## config.mk

```make
export PLATFORM = sky130hd
export DESIGN_NAME = bsg_strobe_event_meter
export DESIGN_NICKNAME = d
export VERILOG_FILES = /design/src/rtl/bsg_strobe_event_meter.sv
export SDC_FILE = /design/constraint.sdc
export NUM_CORES = 1
export LEC_CHECK = 0
export CELL_PAD_IN_SITES_DETAIL_PLACEMENT = 1
export CELL_PAD_IN_SITES_GLOBAL_PLACEMENT = 1
export CORE_UTILIZATION = 45
export CTS_BUF_LIST = sky130_fd_sc_hd__clkbuf_4 sky130_fd_sc_hd__clkbuf_8
export DETAILED_ROUTE_END_ITERATION = 16
export DONT_BUFFER_PORTS = 1
export PLACE_DENSITY_LB_ADDON = 0.1
export SKIP_LAST_GASP = 1
export SLEW_MARGIN = 15
export SYNTH_ARGS = -nofsm -noshare
export SYNTH_HDL_FRONTEND = slang
export SYNTH_SLANG_ARGS = --single-unit
```

## constraint.sdc

```tcl
create_clock -name clk_i -period 2.1 [get_ports clk_i]
set_clock_uncertainty 0.05 [all_clocks]
set_input_delay 0.42 -clock clk_i [delete_from_list [all_inputs] [get_ports clk_i]]
set_output_delay 0.42 -clock clk_i [all_outputs]
set_load 0.05 [all_outputs]
```

## src/rtl/bsg_strobe_event_meter.sv

```systemverilog
`default_nettype none
// +--------------------------------------------------------------------------+
// | bsg_strobe_event_meter: counts events between strobes, reports per window |
// | Rev 1.0                                                                   |
// +--------------------------------------------------------------------------+
module bsg_strobe_event_meter #(
  parameter int count_width_p = 16
) (
  input  logic                     clk_i,
  input  logic                     reset_n_i,
  input  logic                     clear_i,
  input  logic                     strobe_i,
  input  logic                     event_i,
  output logic                     v_o,
  output logic [count_width_p-1:0] count_o,
  output logic                     sat_o,
  input  logic                     yumi_i,
  output logic                     dropped_o
);

  typedef enum logic [0:0] {
    UNARMED = 1'b0,
    ARMED   = 1'b1
  } state_e;

  localparam logic [count_width_p-1:0] all_ones_lp = {count_width_p{1'b1}};

  state_e                   state_q, state_d;
  logic [count_width_p-1:0] acc_q, acc_d;
  logic                     acc_sat_q, acc_sat_d;
  logic                     v_q, v_d;
  logic [count_width_p-1:0] count_q, count_d;
  logic                     sat_q, sat_d;
  logic                     dropped_q, dropped_d;

  logic                     acc_full;
  logic [count_width_p-1:0] acc_next;
  logic                     acc_sat_next;
  logic                     close;
  logic                     take;

  // Saturating accumulate including this cycle's event; also the closing value.
  assign acc_full     = (acc_q == all_ones_lp);
  assign acc_next     = (event_i && !acc_full) ? (acc_q + count_width_p'(1)) : acc_q;
  assign acc_sat_next = acc_sat_q | (event_i & acc_full);
  assign close        = (state_q == ARMED) && strobe_i;
  assign take         = yumi_i && v_q;

  always_comb begin
    state_d   = state_q;
    acc_d     = acc_q;
    acc_sat_d = acc_sat_q;
    v_d       = v_q;
    count_d   = count_q;
    sat_d     = sat_q;
    dropped_d = dropped_q;

    if (clear_i) begin
      state_d   = UNARMED;
      acc_d     = '0;
      acc_sat_d = 1'b0;
      v_d       = 1'b0;
      count_d   = '0;
      sat_d     = 1'b0;
      dropped_d = 1'b0;
    end else begin
      case (state_q)
        UNARMED: begin
          if (strobe_i) begin
            state_d   = ARMED;
            acc_d     = '0;
            acc_sat_d = 1'b0;
          end
        end
        ARMED: begin
          if (strobe_i) begin
            acc_d     = '0;
            acc_sat_d = 1'b0;
          end else begin
            acc_d     = acc_next;
            acc_sat_d = acc_sat_next;
          end
        end
        default: begin
          state_d = UNARMED;
        end
      endcase

      // A close may reuse the slot only if it is empty or being consumed now.
      if (close) begin
        if (!v_q || take) begin
          v_d     = 1'b1;
          count_d = acc_next;
          sat_d   = acc_sat_next;
        end else begin
          dropped_d = 1'b1;
        end
      end else if (take) begin
        v_d = 1'b0;
      end
    end
  end

  always_ff @(posedge clk_i or negedge reset_n_i) begin
    if (!reset_n_i) begin
      state_q   <= UNARMED;
      acc_q     <= '0;
      acc_sat_q <= 1'b0;
      v_q       <= 1'b0;
      count_q   <= '0;
      sat_q     <= 1'b0;
      dropped_q <= 1'b0;
    end else begin
      state_q   <= state_d;
      acc_q     <= acc_d;
      acc_sat_q <= acc_sat_d;
      v_q       <= v_d;
      count_q   <= count_d;
      sat_q     <= sat_d;
      dropped_q <= dropped_d;
    end
  end

  assign v_o       = v_q;
  assign count_o   = count_q;
  assign sat_o     = sat_q;
  assign dropped_o = dropped_q;

endmodule
`default_nettype wire

```

Word level (Yosys, flattened, before mapping)
Index checks and enable logic that the tools add are counted.

word-level totals
  output and inout bits = 19
  word-level logic and storage cells = 52
  input port bits = 6
  register bits = 37

cells by class
  add/subtract/negate cells = 1
  reduce and logical (&&, ||, !) cells = 12
  eq/ne operators = 4
  bitwise gates (word level) = 3
  muxes and demuxes = 25

operator list
  cell                     count
  $mux W16                 7
  $pmux W16 S2             1
  $add A16 B1 Y16 const B  1
  $eq A16 B16 Y1 const B   1
  $mux W1                  16
  $reduce_and A2 Y1        3
  $reduce_bool A2 Y1       2
  $logic_and A1 B1 Y1      3
  $ne A3 B2 Y1 const B     1
  $ne A3 B3 Y1 const B     1
  $reduce_bool A3 Y1       1
  $logic_not A1 Y1         2
  $ne A2 B2 Y1 const B     1
  $pmux W1 S2              1
  $and A1 B1 Y1            1
  $logic_or A1 B1 Y1       1
  $not A1 Y1               1
  $or A1 B1 Y1             1

Longest topological paths before layout
  depth in word-level cells = 7
  gate-level depth with buffers = 7
  gate-level depth less buffers = 5

Least setup slack after synthesis
No wires, ideal clock.

  path type = reg-to-reg
  from = register acc_q[0]
  to = register count_q[0] (netlist: count_o[0])
  clock period less this slack = 2.132 ns
  buffers on the path = 2
  library setup time = 0.099 ns
  data required time = 1.951 ns
  cell stages (with the launch flop) = 8
  arrival = 1.983 ns
  path slack = -0.032 ns
  cells stage by stage = dfrtp_1 -> ha_1 -> nand4_1 -> nor4_4 -> buf_4 -> buf_6 -> o21ai_0 -> a311oi_1

on the way
  cells in the longest elaborated chain, start to end = 7
  elaborated cells between the ends (all ways) = 8
  those cells by class = add/sub: 1; eq/ne: 1; mux: 4; reduce/logical: 2

ends and longest elaborated chain
  element                                                  RTL line  source
  start: declaration                                       29        logic [count_width_p-1:0] acc_q, acc_d;
  start signal: assignment                                 107       acc_q <= '0;
  start signal: assignment                                 115       acc_q <= acc_d;
  branches (longest 3 deep; another with $add A16 B1 Y16)  -
  $mux W16 (*)                                             44        assign acc_next = (event_i && !acc_full) ? (acc_q + count_width_p'(1)) : acc_q;
  $mux W16 (*)                                             91        if (!v_q || take) begin
  $mux W16 (*)                                             90        if (close) begin
  $mux W16 (*)                                             58        if (clear_i) begin
  end signal: assignment                                   118       count_q <= count_d;
  end: declaration                                         32        logic [count_width_p-1:0] count_q, count_d;

Mark *: on every way between the ends. The select of a mux whose other input is x is not followed.
A chain may end at the register's enable or synchronous reset.

Worst setup path in the final report
  from = register acc_q[0]
  to = register count_q[13] (netlist: count_o[13])

Same word-level chain as after synthesis.

==> impl_metrics.yaml <==
logic_synthesis:
  synth_cells: 232
  synth_sequential_area_ratio: 0.440
  synth_area_mm2: 0.00210
  syn-num-nets: 239
  yosysWarnings: 0
  synth_cell_types: 42
  syn_avg_cell_area_um2: 9.06
  ys.flop_type: "dfrtp_1"
  synth-seq-cells: 37
  synth_edf_count: 0
  async_flop_share: 1.00
floorplan:
  die_x_um: 70.3
  core-area_mm2: 0.00441
  std_cell_rows: 24
  ios: 25
  die_h_um: 70.3
  die_area_mm2: 0.00495
  initial_utilization: 0.476
final_layout:
  layout_commonest_cell: "dfrtp_1"
  nets: 257
  syn_to_final_growth_pct: 16.2
  mostFrequentLayoutCells: "dfrtp_1, nor2_1, buf_4"
  drive_gt1_frac: 0.171
  diodes: 0
power:
  power_frac_seq: 0.551
  fin_total_pwr_w: 0.00148
  ir_worst_vdd_mv: 0.232
  p_sw_w: 0.000413
  p_int_w: 0.00106
  p_comb_frac: 0.069
  leakage_nw: 0.939
  power_density_mw_per_mm2: 604
  pwr-share-clk: 0.381
  swShare: 0.280
cts:
  clock_latency_ns: 0.30
  tritoncts: "yes"
  root_buffer: "clkbuf_8"
  path_clk_slew_ns: 0.08
  cts_buffers: 5
  clockBufferDepth: 2
  cts_htree_levels: 2
  cts.sinks: 37
sta:
  slew_headroom: 0.591
  rsz0062_at_grt: "false"
  slew_viol_final: 0
  min_period_ns: 2.05
  tns_ns: 0
  setup_viol: 0
  finalHoldViolations: 0
  hold_ws_ns: 0.128
  fmax_mhz: 489
  worstMarginPinSlew_ns: 0.613
  finalCritPeriodShare: 0.975
global_route:
  grt_max_degree: 38
  grt_overflow: 0
  grt_usage: 0.285
  grt_pass1_wl_um: 10900
  grt_pass1_vias: 2103
  antenna_found_initial: 0
critical_path:
  worstSetupEndpointType: "flip-flop"
  cp_num_buf_inv: 1
  r2r_cells: 5
  required_ns: 2.25
  r2r_setup_slack_ns: 0.05
  crit_family: "simple AND/OR/NAND/NOR gates"
  critPathCapture: "count_o[13]"
  crit_top_cell: "or4_4"
  rr_startpoint: "acc_q[0]"
  crit_path_start: "acc_q[0]"
  path_max_fanout: 8
  critPathLaunchType: "flip-flop"
  critPathKind: "reg2reg"
  timing.rr.end: "count_o[13]"
  slowest_delay_ns: 0.54
  path_cells: "buf_4 > nand3_1 > or4_4 > or4_4 > a311oi_2"
  cp_slowest_cell: "or4_4"
  cp.depth: 5
  critPathArrivalTime_ns: 2.19
route:
  avgViaCountPerCell: 6.76
  detail-route-antenna-nets: 0
  dr.pass1.iters: 5
  vias: 2049
  wl_per_cell_um: 21.8
  routed_wirelength_um: 6610
  drc: 0
  first_iter_violations: 119
min_path:
  hold_class: "in2reg"
placement:
  gp_congestion: 0.863
  dp_hpwl_um: 4530
  port_buffers: 0
outcome:
  status: "finished clean"
job:
  maxCapViolCount: 0
## metrics by stage
step	area [um^2]	setup slack, ns	utilization	std cells
3_5_place_dp	2270	-0.00659	0.515	290
5_1_grt	2440	0.00445	0.554	303
3_3_place_gp	2270	0.127	0.515	290
6_report	2440	0.0529	0.554	303
4_1_cts	2420	0.0219	0.549	301
2_1_floorplan	2100	0.0830	-	232
## logic make-up (layout without fill, tap and decap cells)
logic type	after synthesis	after routing	synth area share
AND/OR/NAND/NOR	113	113	0.305
flip-flops	37	37	0.440
adder cells (fa/ha/maj)	1	1	0.00595
AO/OA/AOI/OAI	59	59	0.196
multiplexers	2	2	0.00952
buffers and inverters	20	39	0.0435
## cell usage after synthesis (2+ instances only)
cell type | instances | area, um^2
nand4_1 | 8 | 50.1
nor2_1 | 27 | 101
inv_1 | 3 | 11.3
a311oi_1 | 14 | 123
nor4_1 | 5 | 31.3
or3_1 | 12 | 75.1
buf_2 | 4 | 20.0
o41ai_1 | 3 | 26.3
nor3_1 | 5 | 25.0
nand2_1 | 16 | 60.1
dfrtp_1 | 37 | 926
and2_1 | 2 | 12.5
o31ai_1 | 11 | 82.6
nand3_1 | 12 | 60.1
clkbuf_1 | 10 | 37.5
mux2i_1 | 2 | 20.0
and4_1 | 2 | 17.5
or4_1 | 13 | 97.6
a21oi_1 | 11 | 55.1
a31oi_1 | 2 | 12.5
a211oi_1 | 2 | 15.0
o21ai_0 | 11 | 55.1
## sequential cells by signal, indices dropped and copies added, names as in the netlist
register   cells
count_o       16
sat_o          1
dropped_o      1
state_q        1
acc_sat_q      1
acc_q         16
v_o            1
## layout make-up
| class | instances | area, um^2 |
|---|---|---|
| well taps | 52 | 65.1 |
| repair buffers | 28 | 238 |
| clock buffers | 7 | 96.3 |
| inverters | 3 | 11.3 |
| fillers | 519 | 1970 |
| clock inverters | 1 | 5.00 |
| flip-flops and latches | 37 | 926 |
| multi-input cells | 175 | 1100 |
## worst min-delay path by stage
stage                            to  slack [ns]  cells after the start       from
final                       state_q        0.13                      1    clear_i
after global routing        state_q        0.12                      1    clear_i
after CTS                   state_q        0.13                      1    clear_i
after detailed placement  dropped_o        0.08                      0  reset_n_i
after global placement        sat_o        0.08                      0  reset_n_i
after floorplan            acc_q[0]        0.07                      0  reset_n_i
## layer usage
metal	up-vias	part of all wire	GRT usage
li1	942	-	-
met1	1004	0.43	0.387
met2	88	0.48	0.450
met3	15	0.070	0.0577
met4	0	0.021	0.100
met5	-	0	0
## power groups by stage
stage                     Clock, W  Combinational (W)  Sequential (W)
final                     0.000562           0.000101        0.000812
after global routing      0.000593           0.000114        0.000815
after global placement           0          0.0000763        0.000826
after CTS                 0.000566           0.000102        0.000813
after floorplan                  0          0.0000615        0.000825
after detailed placement         0          0.0000792        0.000827
## what timing repair did
item,CTS,global route
setup endpoints to repair,1,8
resized for setup,2,1
hold buffers,2,0
endpoints found under the hold margin,37,0
buffers inserted,1,2
pin swaps,0,2
Note: power is estimated with default switching activity, not from simulation.
